### config.mk
export PLATFORM = sky130hd
export DESIGN_NAME = if_fetch_unit
export DESIGN_NICKNAME = d
export VERILOG_FILES = /design/src/rtl/if_fetch_unit.sv
export SDC_FILE = /design/constraint.sdc
export NUM_CORES = 1
export LEC_CHECK = 0
export ABC_CLOCK_PERIOD_IN_PS = 7500
export CAP_MARGIN = 20
export CORE_ASPECT_RATIO = 1.4
export CORE_UTILIZATION = 40
export DETAILED_ROUTE_END_ITERATION = 10
export PLACE_DENSITY = 0.66
export SLEW_MARGIN = 40
export SYNTH_ARGS = -nofsm -noshare
export SYNTH_HDL_FRONTEND = slang
export SYNTH_SLANG_ARGS = --single-unit
### constraint.sdc
create_clock -name clk -period 7.5 [get_ports clk]
set_input_delay 1.875 -clock clk [delete_from_list [all_inputs] [get_ports clk]]
set_output_delay 1.875 -clock clk [all_outputs]
set_load 0.01 [all_outputs]
### src/rtl/if_fetch_unit.sv
// if_fetch_unit: instruction-fetch stage for the five-stage MIPS pipeline.
// Keeps up to MAX_OUTSTANDING requests in flight on the SRAM-like interface
// and buffers returned instructions in an IBUF_DEPTH-entry queue. Branch,
// exception and eret redirects drop younger work but keep the delay slot.
// Optional feature macro: FETCH_ADEL_CHECK_EN (misaligned fetch raises AdEL).
module if_fetch_unit #(
  parameter int unsigned MAX_OUTSTANDING = 2,
  parameter int unsigned IBUF_DEPTH      = 4,
  parameter logic [31:0] RESET_PC        = 32'hbfc00000,
  parameter logic [31:0] EX_PC           = 32'hbfc00380
) (
  input  logic        clk,
  input  logic        resetn,
  input  logic        ds_allowin,
  input  logic        br_taken,
  input  logic [31:0] br_target,
  input  logic        ws_ex,
  input  logic        ws_eret,
  input  logic [31:0] cp0_epc,
  output logic        inst_sram_req,
  output logic        inst_sram_wr,
  output logic [1:0]  inst_sram_size,
  output logic [3:0]  inst_sram_wstrb,
  output logic [31:0] inst_sram_addr,
  output logic [31:0] inst_sram_wdata,
  input  logic        inst_sram_addr_ok,
  input  logic        inst_sram_data_ok,
  input  logic [31:0] inst_sram_rdata,
  output logic        fs_to_ds_valid,
  output logic [31:0] fs_pc,
  output logic [31:0] fs_inst,
  output logic        fs_ex,
  output logic [4:0]  fs_excode
);
  localparam int unsigned OW = $clog2(MAX_OUTSTANDING + 1);
  localparam int unsigned QW = $clog2(IBUF_DEPTH + 1);
  localparam int unsigned PW = (MAX_OUTSTANDING > 1) ? $clog2(MAX_OUTSTANDING) : 1;
  localparam int unsigned IW = (IBUF_DEPTH > 1) ? $clog2(IBUF_DEPTH) : 1;

  function automatic logic [PW-1:0] pcf_inc(input logic [PW-1:0] p);
    return (p == PW'(MAX_OUTSTANDING - 1)) ? {PW{1'b0}} : p + PW'(1);
  endfunction

  function automatic logic [IW-1:0] q_inc(input logic [IW-1:0] p);
    return (p == IW'(IBUF_DEPTH - 1)) ? {IW{1'b0}} : p + IW'(1);
  endfunction

  logic [31:0]   fetch_pc_q, fetch_pc_d;
  logic          redir_pend_q, redir_pend_d;
  logic [31:0]   redir_pc_q, redir_pc_d;
  logic          ds_pend_q, ds_pend_d;
  logic [OW-1:0] cancel_q, cancel_d;
  logic [31:0]   pcf_mem_q [MAX_OUTSTANDING];
  logic [PW-1:0] pcf_wr_q, pcf_rd_q;
  logic [OW-1:0] outst_q, outst_nxt_s;
  logic [31:0]   q_pc_q [IBUF_DEPTH];
  logic [31:0]   q_inst_q [IBUF_DEPTH];
  logic [IW-1:0] q_head_q, q_head_d, q_tail_s;
  logic [QW-1:0] q_cnt_q, q_cnt_d;
  logic [QW:0]   q_sum_s, credit_sum_s;
  logic          credit_ok_s, req_fire_s, rsp_s, rsp_keep_s, deq_s, flush_s;
  logic          enq_s;
  logic [31:0]   enq_pc_s, enq_inst_s;
`ifdef FETCH_ADEL_CHECK_EN
  logic          q_ex_q [IBUF_DEPTH];
  logic          adel_stall_q, adel_stall_d, adel_fire_s, misalign_s, enq_ex_s;
`endif

  assign credit_sum_s = (QW+1)'(outst_q) + (QW+1)'(q_cnt_q);
  assign credit_ok_s  = (outst_q < OW'(MAX_OUTSTANDING)) && (credit_sum_s < (QW+1)'(IBUF_DEPTH));
`ifdef FETCH_ADEL_CHECK_EN
  assign misalign_s    = (fetch_pc_q[1:0] != 2'b00);
  assign inst_sram_req = credit_ok_s && !misalign_s && !adel_stall_q;
  // The AdEL entry waits for older requests to drain so it stays in program order.
  assign adel_fire_s   = misalign_s && !adel_stall_q && (outst_q == OW'(0)) &&
                         (q_cnt_q < QW'(IBUF_DEPTH)) && !flush_s && !br_taken;
`else
  assign inst_sram_req = credit_ok_s;
`endif
  assign inst_sram_wr    = 1'b0;
  assign inst_sram_size  = 2'h2;
  assign inst_sram_wstrb = 4'h0;
  assign inst_sram_wdata = 32'h0;
  assign inst_sram_addr  = fetch_pc_q;

  assign req_fire_s  = inst_sram_req && inst_sram_addr_ok;
  assign rsp_s       = inst_sram_data_ok && (outst_q != OW'(0));
  assign rsp_keep_s  = rsp_s && (ds_pend_q || (cancel_q == OW'(0)));
  assign deq_s       = fs_to_ds_valid && ds_allowin;
  assign flush_s     = ws_ex || ws_eret;
  assign outst_nxt_s = outst_q + OW'(req_fire_s) - OW'(rsp_s);
  assign q_sum_s     = (QW+1)'(q_head_q) + (QW+1)'(q_cnt_q);
  assign q_tail_s    = (q_sum_s >= (QW+1)'(IBUF_DEPTH)) ?
                       IW'(q_sum_s - (QW+1)'(IBUF_DEPTH)) : IW'(q_sum_s);

  assign fs_to_ds_valid = (q_cnt_q != QW'(0));
  assign fs_pc          = q_pc_q[q_head_q];
  assign fs_inst        = q_inst_q[q_head_q];
`ifdef FETCH_ADEL_CHECK_EN
  assign fs_ex          = q_ex_q[q_head_q];
  assign fs_excode      = q_ex_q[q_head_q] ? 5'h04 : 5'h00;
`else
  assign fs_ex          = 1'b0;
  assign fs_excode      = 5'h00;
`endif

  // Next-state for fetch PC, redirects, cancellation and queue occupancy
  always_comb begin
    fetch_pc_d   = fetch_pc_q;
    redir_pend_d = redir_pend_q;
    redir_pc_d   = redir_pc_q;
    ds_pend_d    = ds_pend_q;
    cancel_d     = cancel_q;
    enq_s        = rsp_keep_s;
    enq_pc_s     = pcf_mem_q[pcf_rd_q];
    enq_inst_s   = inst_sram_rdata;
`ifdef FETCH_ADEL_CHECK_EN
    adel_stall_d = adel_stall_q;
    enq_ex_s     = 1'b0;
`endif
    if (req_fire_s) begin
      if (redir_pend_q) begin
        fetch_pc_d   = redir_pc_q;
        redir_pend_d = 1'b0;
      end else begin
        fetch_pc_d = fetch_pc_q + 32'd4;
      end
    end else begin
      fetch_pc_d = fetch_pc_q;
    end
    // A kept delay-slot response comes ahead of the cancelled ones behind it.
    if (rsp_s) begin
      if (ds_pend_q) begin
        ds_pend_d = 1'b0;
      end else if (cancel_q != OW'(0)) begin
        cancel_d = cancel_q - OW'(1);
      end else begin
        cancel_d = cancel_q;
      end
    end else begin
      cancel_d = cancel_q;
    end
`ifdef FETCH_ADEL_CHECK_EN
    if (adel_fire_s) begin
      enq_s        = 1'b1;
      enq_pc_s     = fetch_pc_q;
      enq_inst_s   = 32'h0;
      enq_ex_s     = 1'b1;
      adel_stall_d = 1'b1;
    end else begin
      enq_ex_s = 1'b0;
    end
`endif
    q_head_d = deq_s ? q_inc(q_head_q) : q_head_q;
    q_cnt_d  = q_cnt_q + QW'(enq_s) - QW'(deq_s);

    if (flush_s) begin
      fetch_pc_d   = ws_ex ? EX_PC : cp0_epc;
      redir_pend_d = 1'b0;
      ds_pend_d    = 1'b0;
      cancel_d     = outst_nxt_s;
      enq_s        = 1'b0;
      q_cnt_d      = QW'(0);
`ifdef FETCH_ADEL_CHECK_EN
      adel_stall_d = 1'b0;
`endif
    end else if (br_taken) begin
      if (q_cnt_q != QW'(0)) begin
        // Head of the queue is the delay slot; everything younger goes.
        fetch_pc_d   = br_target;
        redir_pend_d = 1'b0;
        ds_pend_d    = 1'b0;
        cancel_d     = outst_nxt_s;
        enq_s        = 1'b0;
        q_cnt_d      = deq_s ? QW'(0) : QW'(1);
      end else if (outst_q != OW'(0)) begin
        fetch_pc_d   = br_target;
        redir_pend_d = 1'b0;
        if (rsp_keep_s) begin
          ds_pend_d = 1'b0;
          cancel_d  = outst_nxt_s;
        end else begin
          ds_pend_d = (outst_nxt_s != OW'(0));
          cancel_d  = (outst_nxt_s != OW'(0)) ? outst_nxt_s - OW'(1) : OW'(0);
        end
      end else if (req_fire_s) begin
        // The request issued this cycle is the delay slot.
        fetch_pc_d   = br_target;
        redir_pend_d = 1'b0;
      end else begin
        redir_pend_d = 1'b1;
        redir_pc_d   = br_target;
      end
    end else begin
      redir_pc_d = redir_pc_q;
    end
  end

  // Control state registers
  always_ff @(posedge clk or negedge resetn) begin
    if (!resetn) begin
      fetch_pc_q   <= RESET_PC;
      redir_pend_q <= 1'b0;
      redir_pc_q   <= 32'h0;
      ds_pend_q    <= 1'b0;
      cancel_q     <= {OW{1'b0}};
    end else begin
      fetch_pc_q   <= fetch_pc_d;
      redir_pend_q <= redir_pend_d;
      redir_pc_q   <= redir_pc_d;
      ds_pend_q    <= ds_pend_d;
      cancel_q     <= cancel_d;
    end
  end

  // PC FIFO of outstanding request addresses
  always_ff @(posedge clk or negedge resetn) begin
    if (!resetn) begin
      for (int i = 0; i < MAX_OUTSTANDING; i++) pcf_mem_q[i] <= 32'h0;
      pcf_wr_q <= {PW{1'b0}};
      pcf_rd_q <= {PW{1'b0}};
      outst_q  <= {OW{1'b0}};
    end else begin
      if (req_fire_s) begin
        pcf_mem_q[pcf_wr_q] <= fetch_pc_q;
        pcf_wr_q            <= pcf_inc(pcf_wr_q);
      end
      if (rsp_s) pcf_rd_q <= pcf_inc(pcf_rd_q);
      outst_q <= outst_nxt_s;
    end
  end

  // Instruction queue storage and pointers
  always_ff @(posedge clk or negedge resetn) begin
    if (!resetn) begin
      for (int i = 0; i < IBUF_DEPTH; i++) begin
        q_pc_q[i]   <= 32'h0;
        q_inst_q[i] <= 32'h0;
      end
      q_head_q <= {IW{1'b0}};
      q_cnt_q  <= {QW{1'b0}};
    end else begin
      if (enq_s) begin
        q_pc_q[q_tail_s]   <= enq_pc_s;
        q_inst_q[q_tail_s] <= enq_inst_s;
      end
      q_head_q <= q_head_d;
      q_cnt_q  <= q_cnt_d;
    end
  end

`ifdef FETCH_ADEL_CHECK_EN
  // Exception flag per queue entry and the post-AdEL issue stall
  always_ff @(posedge clk or negedge resetn) begin
    if (!resetn) begin
      for (int i = 0; i < IBUF_DEPTH; i++) q_ex_q[i] <= 1'b0;
      adel_stall_q <= 1'b0;
    end else begin
      if (enq_s) q_ex_q[q_tail_s] <= enq_ex_s;
      adel_stall_q <= adel_stall_d;
    end
  end
`endif
endmodule

==> results.tsv, run 1 <==
stage	metric	value	unit
floorplanning	Die Wd	185.0	um
timing	Setup violations, final	0	
critical_path	crit path launch type	input port	
logic_synthesis	syn avg cell area	12.27	um^2
clock_network	H-tree levels	2	
power_and_ir_drop	Psw	0.002784	W
layout	Antenna Cells	0	
clock_network	hold_buf cts	0	
routing	Via density	5.480	
grt	vias in the first global route	13170	
timing	Max-slew headroom	0.4773	
layout	Post-Route Utilization	0.4906	
clock_network	Num CTS Buffers	40	
logic_synthesis	Cell Area, Synth	18750	um^2
logic_synthesis	top cell type's share of synthesized area	0.5179	
power_and_ir_drop	Int Power	0.006062	W
critical_path	worst-path fanout max	42	
critical_path	R2R Path Start	outst_q[1]	
timing	period utilization	0.6597	
routing	final WL	45.31	mm
critical_path	Worst setup EP type	flip-flop	
layout	fraction of layout cells with a size suffix above 1	0.2380	
clock_network	clock sink count	397	
grt	first-pass GRT wire length	72.97	mm
timing	Setup TNS	0	ns
placement	Port Buf Inserts	201	
logic_synthesis	Synth area leaders	dfrtp_1 52%, mux2_2 14%, mux4_2 7.7%, mux2i_1 3.3%, a21oi_1 2.9%	
power_and_ir_drop	total power	0.008846	W
critical_path	Crit. Startpoint	inst_sram_addr_ok	
timing	crit path time final	4.948	ns
placement	estimated wirelength of the detail-placed design	28.70	mm
logic_synthesis	Yosys warning count	0	
logic_synthesis	cell count after synthesis	1528	
grt	largest net degree at the start of global routing	163	
floorplanning	full die area	47750	um^2
clock_network	Clock Tree Root	clkbuf_16	
grt	Global Route Usage Sum	0.1932	
power_and_ir_drop	switching part of the total	0.3148	
floorplanning	Site Rows	93	
critical_path	crit path DAT	5.41	ns
hold_path	worst hold path type	flip-flop to flip-flop	
floorplanning	core area	46080	um^2
routing	routed length per instance	19.50	um
routing	vias	12730	
critical_path	critical path type	input port to flip-flop	
layout	commonest non-fill, non-tap cell in the layout	dfrtp_1	
placement	routability cong.	0.8336	
timing	final hold violation count	0	
logic_synthesis	Main synth FF type	dfrtp_1	
timing	Worst Max-Slew Pin Slew	0.7812	ns
timing	WHS	0.4737	ns
job	max-cap violations	0	
routing	Final ANT Viol Nets	0	
clock_network	clock buffer depth	3	
power_and_ir_drop	Clk pwr share	0.241	
layout	synth-to-layout area growth	20.59	%
clock_network	setup bufs post-CTS	0	
floorplanning	Die Y-Extent	258.2	um
logic_synthesis	post-synthesis sequential area ratio	0.5305	
routing	router iterations before antenna repair	5	
routing	drt drc	0	
power_and_ir_drop	LEAKAGE	9.751	nW
layout	nets	1787	
clock_network	CTS-repair resized insts	0	
grt	initial antenna violation count	0	
clock_network	CTS tree	yes	
clock_network	Worst-Skew Late Latency	0.55	ns
clock_network	clock-pin slew on the worst setup and hold paths	0.06	ns
outcome	status	complete, no violations	
timing	RSZ-0062 raised after global routing	no	
layout	most frequent cells in the layout	385 x dfrtp_1, 230 x mux2_2, 200 x clkdlybuf4s50_1	
logic_synthesis	synthesized flop and latch total	397	
logic_synthesis	Netlist cell types	68	
timing	Fmax	202.1	MHz
power_and_ir_drop	Reg power frac	0.405	
routing	starting DRC count in detailed routing	678	
critical_path	CP Data Required Time	7.96	ns
floorplanning	IO Pins	247	
timing	Layout Skew	0.01689	ns
timing	Slew Viols, Final	0	
logic_synthesis	ys async rst share	1.000	
power_and_ir_drop	Comb pwr share	0.355	
logic_synthesis	EDFF count, synth	0	
hold_path	min-delay src	q_pc_q[83]	
power_and_ir_drop	PwrDens	391.3	nW/um^2
floorplanning	starting density of the core	0.4069	
logic_synthesis	largest area contributor in the netlist	dfrtp_1	
power_and_ir_drop	Peak VDD IR	0.1827	mV
grt	GRT overflow	0	
-- through the flow --
step | area, um^2 | instances | setup WS [ns]
floorplan | 18910 | 1571 | 3.082
global placement | 21070 | 2244 | 2.068
detailed placement | 21150 | 2247 | 2.073
CTS | 22550 | 2321 | 2.560
global route | 22610 | 2323 | 2.239
finish | 22610 | 2323 | 2.552
-- critical path: stages --
cell,delay [ns]
clkdlybuf4s50_1,0.51
nor4b_2,0.34
and2_1,0.19
buf_4,0.39
inv_2,0.39
ha_1,0.40
inv_1,0.04
ha_1,0.18
xnor2_1,0.13
xnor2_1,0.27
o21ai_0,0.17
o41ai_1,0.25
a21oi_1,0.10
o21ai_0,0.16
-- logic make-up after synthesis --
family / count (synthesis) / share of synthesized area
compound gates: 291 / 0.09076
xor+xnor: 11 / 0.005139
fa+ha+maj: 9 / 0.006407
buf+inv: 172 / 0.04632
flops: 397 / 0.5305
mux: 356 / 0.2482
other cells: 2 / 0.0004006
simple gates: 290 / 0.07228
-- final timing paths --
| kind | end | slack (ns) | depth (start not counted) |
|---|---|---|---|
| min reg2reg | q_pc_q[83] | 0.47 | 2 |
| max reg2reg | cancel_q[0] | 3.57 | 14 |
| min in group asynchronous | q_inst_q[97] | 1.19 | 1 |
| max | cancel_q[0] | 2.55 | 14 |
| min | q_pc_q[83] | 0.47 | 2 |
| max in group asynchronous | q_head_q[1] | 4.76 | 4 |
-- flip-flops by register name, indices dropped and copies added (netlist names) --
name and flops:
inst_sram_addr 32, pcf_rd_q 1, q_pc_q 128, q_inst_q 128
redir_pc_q 32, q_head_q 2, cancel_q 2, pcf_wr_q 1
q_cnt_q 3, outst_q 2, ds_pend_q 1, pcf_mem_q 64
redir_pend_q 1
-- power by group through the flow --
| stage | Clock [W] | Combinational [W] | Sequential, W |
|---|---|---|---|
| 3_5_place_dp | 0 | 0.00317 | 0.00362 |
| 6_report | 0.00213 | 0.00314 | 0.00358 |
| 5_1_grt | 0.00227 | 0.00341 | 0.00370 |
| 2_1_floorplan | 0 | 0.00218 | 0.00334 |
| 4_1_cts | 0.00218 | 0.00318 | 0.00358 |
| 3_3_place_gp | 0 | 0.00297 | 0.00365 |
-- metal layers --
metal	vias up	wire length, um	GRT usage
met5	-	0	0
met4	0	974	0.05854
met3	80	2369	0.02863
met2	380	22690	0.3306
met1	6502	19270	0.2514
li1	5769	-	-
-- synth_stat cells, drive strengths merged, types with 9 or more instances --
master	instances
dfrtp	388
mux2	231
a21oi	107
o21ai	104
nand2	102
nor2	101
buf	94
clkbuf	67
mux4	64
mux2i	61
nand3	19
nand4	15
and3	12
nor4	12
a31oi	11
inv	10
xnor2	10
dfstp	9
-- area by class of cell --
type / count / area (um^2)
sequential: 397 / 9957
timing repair buffer: 222 / 2318
tap: 617 / 772.0
clock buffer: 59 / 1164
multi-input combinational: 1002 / 8123
clock inverter: 15 / 232.7
inverter: 11 / 41.29
fill: 4132 / 23470
No activity file was read; power rests on OpenSTA's default activity.
==> run 2: changes to the inputs <==
ABC_CLOCK_PERIOD_IN_PS = 4400   (was 7500)
PLACE_DENSITY = 0.68   (was 0.66)
clock period = 4.4 ns   (was 7.5 ns; I/O delays follow)
==> results.tsv, run 2 (synthesis results as in run 1) <==
stage	metric	value	unit	change
critical_path	crit path launch type	flip-flop		
placement	dpl cell area	21340	um^2	+0.92%
timing	WHS	0.4441	ns	-0.02966 ns
layout	Antenna Cells	0		unchanged
clock_network	clock buffer depth	3		unchanged
timing	crit path time final	3.744	ns	
grt	GRT overflow	0		unchanged
critical_path	Worst setup EP type	primary output		
clock_network	Worst-Skew Late Latency	0.55	ns	about the same
timing	Max-slew headroom	0.4980		+0.02072
critical_path	R2R Path Start	outst_q[1]		
critical_path	cell breakdown of the critical path	buf_4, mux4_2, clkdlybuf4s50_1		
floorplanning	Site Rows	93		unchanged
layout	final instance area	22670	um^2	+0.27%
placement	estimated wirelength of the detail-placed design	30.83	mm	+7.4%
floorplanning	IO Pins	247		unchanged
power_and_ir_drop	total power	0.01483	W	+68%
layout	area of the multi-input gates	8104	um^2	-0.23%
routing	Top Metal Used	met4		
floorplanning	Die Wd	185.0	um	unchanged
routing	Met2 Wirelength	23.21	mm	+2.3%
floorplanning	Die Y-Extent	258.2	um	unchanged
clock_network	CTS-repair resized insts	0		unchanged
layout	register area	9955	um^2	about the same
power_and_ir_drop	PwrDens	654.4	nW/um^2	+67%
timing	period utilization	0.8508		
critical_path	CP max stage delay	0.63	ns	+0.12 ns
routing	starting DRC count in detailed routing	655		-3.4%
routing	router iterations before antenna repair	5		unchanged
clock_network	clock-pin slew on the worst setup and hold paths	0.06	ns	about the same
floorplanning	core area	46080	um^2	unchanged
clock_network	CTS tree	yes		
timing	final hold violation count	0		unchanged
critical_path	CP Data Required Time	3.30	ns	-4.66 ns
layout	fraction of layout cells with a size suffix above 1	0.2486		+0.01057
clock_network	clock sink count	397		unchanged
critical_path	Crit. Startpoint	q_head_q[0]		
grt	largest net degree at the start of global routing	113		-31%
timing	Setup TNS	0	ns	unchanged
layout	most frequent cells in the layout	385 x dfrtp_1, 230 x mux2_2, 200 x clkdlybuf4s50_1		
routing	drt drc	0		unchanged
layout	nets	1811		+1.3%
timing	fin worst setup slack	0.6565	ns	-1.896 ns
floorplanning	full die area	47750	um^2	unchanged
grt	first-pass GRT wire length	72.95	mm	about the same
routing	Via density	5.413		-1.2%
layout	Filler Cell Count	4117		-0.36%
critical_path	Slowest cell on crit path	mux4_2		
clock_network	hold_buf cts	0		unchanged
timing	RSZ-0062 raised after global routing	no		
outcome	status	complete, no violations		
layout	synth-to-layout area growth	20.91	%	
timing	Worst Max-Slew Pin Slew	0.7468	ns	-0.03441 ns
hold_path	worst hold path type	input port to async pin		
grt	Global Route Usage Sum	0.1946		+0.001370
critical_path	worst-path fanout max	15		-64%
timing	Fmax	267.1	MHz	
power_and_ir_drop	LEAKAGE	9.793	nW	+0.43%
layout	largest registers	q_inst_q: 128 flops, q_pc_q: 128 flops, pcf_mem_q: 64 flops		
floorplanning	starting density of the core	0.4069		unchanged
routing	vias	12710		-0.20%
timing	Slew Viols, Final	0		unchanged
critical_path	critical path type	flip-flop to primary output		
power_and_ir_drop	Peak VDD IR	0.2867	mV	+57%
critical_path	delay-heaviest family, CP	buffers and inverters		
placement	routability cong.	0.8401		+0.78%
clock_network	H-tree levels	2		unchanged
timing	Layout Skew	0.02010	ns	+0.003207 ns
grt	initial antenna violation count	0		unchanged
clock_network	setup bufs post-CTS	0		unchanged
routing	met3 WL	1.970	mm	-17%
critical_path	crit path buf inv count	2		-2
routing	final WL	45.79	mm	+1.1%
layout	commonest non-fill, non-tap cell in the layout	dfrtp_1		
clock_network	Num CTS Buffers	40		unchanged
placement	pre-CTS WS	0.5860	ns	-1.487 ns
routing	routed length per instance	19.51	um	about the same
critical_path	crit path DAT	2.64	ns	-2.77 ns
timing	Setup violations, final	0		unchanged
grt	vias in the first global route	13270		+0.79%
clock_network	Clock Tree Root	clkbuf_16		
job	max-cap violations	0		unchanged
routing	Final ANT Viol Nets	0		unchanged
placement	Port Buf Inserts	201		unchanged
routing	met1 wire length	19.31	mm	+0.17%
## run 2: cell types whose count changed in the layout (fill, tap and decap cells not counted), sizes merged
| cell | before | now |
|---|---|---|
| clkbuf | 59 | 61 |
| clkinvlp | 0 | 2 |
| buf | 22 | 46 |
| clkinv | 8 | 10 |
| bufinv | 6 | 0 |
## run 2: metal layers
| layer | vias to the layer above | GRT usage |
|---|---|---|
| met5 | - | 0 |
| met4 | 0 | 0.07140 |
| met3 | 65 | 0.02835 |
| met2 | 351 | 0.3324 |
| met1 | 6473 | 0.2491 |
| li1 | 5816 | - |
## run 2: through the flow
stage,util,std cells
2_1_floorplan,-,1571
3_3_place_gp,0.4631,2272
3_5_place_dp,0.4632,2272
4_1_cts,0.4913,2346
5_1_grt,0.4919,2347
6_report,0.4919,2347
## run 2: final timing paths
path                                      to  slack, ns  cells after the start
worst max-delay path               fs_pc[11]       0.66                      3
worst min-delay path            q_inst_q[71]       0.44                      1
worst max register to register   cancel_q[0]       1.26                     13
worst min register to register    q_pc_q[87]       0.48                      2
max in group asynchronous       q_inst_q[89]       2.80                      3
min in group clk                  q_pc_q[87]       0.48                      2
## run 2: worst reg2reg max path, delay by kind of cell, from the launching register on
kind                       cells  cell delay, ns
xor gates and xnor gates       2            0.41
AOI/OAI and AO/OA              4            0.73
DFF                            1            0.51
adders and majority gates      3            0.74
and+or+nand+nor                2            0.58
buffers and inverters          2            0.09
## run 2: layout make-up
class                      count  area share
tap                          617     0.03406
sequential                   397      0.4391
multi-input combinational   1002      0.3575
clock inverter                13    0.003753
inverter                      11    0.001821
timing repair buffer         246      0.1103
clock buffer                  61     0.05343
## run 2: where the power goes
group / leakage [nW] / internal [W] / switching [W] / total, W
clock network: 0.640 / 0.00191 / 0.00142 / 0.00333
logic: 4.05 / 0.00305 / 0.00240 / 0.00544
registers: 5.10 / 0.00512 / 0.000944 / 0.00606
==> run 3: changes to the inputs <==
SLEW_MARGIN = not set   (was 40)
==> results.tsv, run 3 (synthesis results as in run 1) <==
stage	metric	value	unit	change
outcome	status	complete, no violations		
layout	Filler Cell Count	4101		-0.39%
grt	largest net degree at the start of global routing	113		unchanged
routing	router iterations before antenna repair	4		-1
clock_network	hold_buf cts	0		unchanged
critical_path	crit path DAT	2.64	ns	about the same
routing	routed length per instance	19.53	um	+0.12%
critical_path	CP max stage delay	0.64	ns	about the same
critical_path	R2R Path Start	outst_q[1]		
placement	Port Buf Inserts	201		unchanged
critical_path	crit path launch type	flip-flop		
critical_path	Register-to-Register Path Depth	13		unchanged
floorplanning	core area	46080	um^2	unchanged
clock_network	clock buffer depth	3		unchanged
timing	crit path time final	3.743	ns	-0.0009720 ns
critical_path	cell breakdown of the critical path	buf_4, mux4_2, clkdlybuf4s50_1		
grt	first-pass GRT wire length	73.06	mm	+0.14%
timing	Setup TNS	0	ns	unchanged
critical_path	Worst R2R End	cancel_q[0]		
layout	commonest non-fill, non-tap cell in the layout	dfrtp_1		
timing	Fmax	267.2	MHz	about the same
clock_network	clock-pin slew on the worst setup and hold paths	0.06	ns	about the same
critical_path	Worst setup EP type	primary output		
routing	starting DRC count in detailed routing	656		+0.15%
power_and_ir_drop	PwrDens	657.5	nW/um^2	+0.47%
critical_path	critical path type	flip-flop to primary output		
grt	initial antenna violation count	0		unchanged
grt	Global Route Usage Sum	0.1947		about the same
clock_network	Num CTS Buffers	40		unchanged
power_and_ir_drop	Peak VDD IR	0.3647	mV	+27%
critical_path	Crit. Startpoint	q_head_q[0]		
routing	Via density	5.464		+0.94%
layout	Antenna Cells	0		unchanged
clock_network	clock sink count	397		unchanged
critical_path	reg-to-reg slack, setup	1.27	ns	about the same
clock_network	Worst-Skew Late Latency	0.55	ns	about the same
floorplanning	Die Wd	185.0	um	unchanged
timing	final hold violation count	0		unchanged
layout	most frequent cells in the layout	385 x dfrtp_1, 230 x mux2_2, 200 x clkdlybuf4s50_1		
timing	Setup violations, final	0		unchanged
layout	register area	9955	um^2	unchanged
power_and_ir_drop	LEAKAGE	9.793	nW	about the same
critical_path	delay-heaviest family, CP	buffers and inverters		
timing	RSZ-0062 raised after global routing	no		
layout	largest registers	q_inst_q: 128 flops, q_pc_q: 128 flops, pcf_mem_q: 64 flops		
critical_path	worst-path fanout max	15		unchanged
critical_path	Slowest cell on crit path	mux4_2		
routing	vias	12810		+0.85%
timing	period utilization	0.8506		about the same
layout	area of the multi-input gates	8098	um^2	about the same
clock_network	CTS tree	yes		
job	max-cap violations	0		unchanged
grt	vias in the first global route	13340		+0.55%
hold_path	WHS Path Cells	2		
routing	Final ANT Viol Nets	0		unchanged
layout	fraction of layout cells with a size suffix above 1	0.2483		-0.0002910
clock_network	CTS-repair resized insts	0		unchanged
floorplanning	IO Pins	247		unchanged
critical_path	cell count along the critical path	3		unchanged
layout	nets	1811		unchanged
critical_path	CP Data Required Time	3.30	ns	about the same
clock_network	Clock Tree Root	clkbuf_16		
critical_path	Critical path destination	fs_pc[11]		
timing	Max-slew headroom	0.4014		-0.09658
critical_path	crit path buf inv count	2		unchanged
placement	estimated wirelength of the detail-placed design	30.81	mm	about the same
floorplanning	starting density of the core	0.4069		unchanged
routing	drt drc	0		unchanged
clock_network	setup bufs post-CTS	0		unchanged
routing	final WL	45.81	mm	about the same
timing	Worst Max-Slew Pin Slew	0.8979	ns	+0.1511 ns
floorplanning	full die area	47750	um^2	unchanged
floorplanning	Site Rows	93		unchanged
floorplanning	Die Y-Extent	258.2	um	unchanged
layout	synth-to-layout area growth	20.91	%	unchanged
clock_network	H-tree levels	2		unchanged
hold_path	worst hold path type	flip-flop to flip-flop		
grt	GRT overflow	0		unchanged
placement	routability cong.	0.8401		unchanged
timing	WHS	0.4773	ns	+0.03325 ns
timing	Layout Skew	0.02284	ns	+0.002745 ns
timing	Slew Viols, Final	0		unchanged
run 3: changes by cell type in the layout (fill, tap and decap cells not counted), sizes merged:
cell	change
clkinv	-3
buf	-1
bufinv	+1
clkinvlp	+1
run 3: report_power, final:
| part | total [W] | switching (W) | leakage (nW) | internal, W |
|---|---|---|---|---|
| Combinational | 0.00545 | 0.00240 | 4.04 | 0.00304 |
| Clock | 0.00340 | 0.00142 | 0.647 | 0.00198 |
| Sequential | 0.00606 | 0.000942 | 5.10 | 0.00512 |
| Total | 0.0149 | 0.00476 | 9.79 | 0.0101 |
run 3: worst min path at each step:
stage | startpoint | end | slack [ns]
after global placement | q_pc_q[94] | q_pc_q[94] | 0.46
after detailed placement | q_pc_q[11] | q_pc_q[11] | 0.47
final | q_pc_q[11] | q_pc_q[11] | 0.48
after CTS | q_pc_q[11] | q_pc_q[11] | 0.48
after global routing | q_pc_q[68] | q_pc_q[68] | 0.50
after floorplan | q_pc_q[0] | q_pc_q[0] | 0.44
run 3: area by class of cell:
cell class / count / area share
Clock buffer: 60 / 0.05371
Inverter: 11 / 0.001821
Timing Repair Buffer: 246 / 0.1093
Sequential cell: 397 / 0.4391
Multi-Input combinational cell: 1002 / 0.3572
Tap cell: 617 / 0.03406
Clock inverter: 12 / 0.004747
run 3: per-layer routing:
layer	global-route usage	share of wire	vias up
met5	0	0	-
met4	0.07094	0.030	0
met3	0.03103	0.045	76
met2	0.3291	0.50	345
met1	0.2508	0.43	6561
li1	-	-	5831
run 3: metrics by stage:
stage	utilization	setup slack (ns)	cells	power [W]	instance area [um^2]
3_3_place_gp	0.4631	0.6799	2272	0.01138	21340
6_report	0.4919	0.6574	2345	0.01490	22670
3_5_place_dp	0.4631	0.5939	2272	0.01163	21340
4_1_cts	0.4918	0.5958	2344	0.01507	22660
2_1_floorplan	-	0.7574	1571	0.009401	18910
5_1_grt	0.4919	0.5295	2345	0.01580	22670
run 3: tightest hold or removal path, stage by stage, from the launching register on:
cell	delay, ns
dfrtp_1	0.34
nand2_1	0.04
o21ai_0	0.06
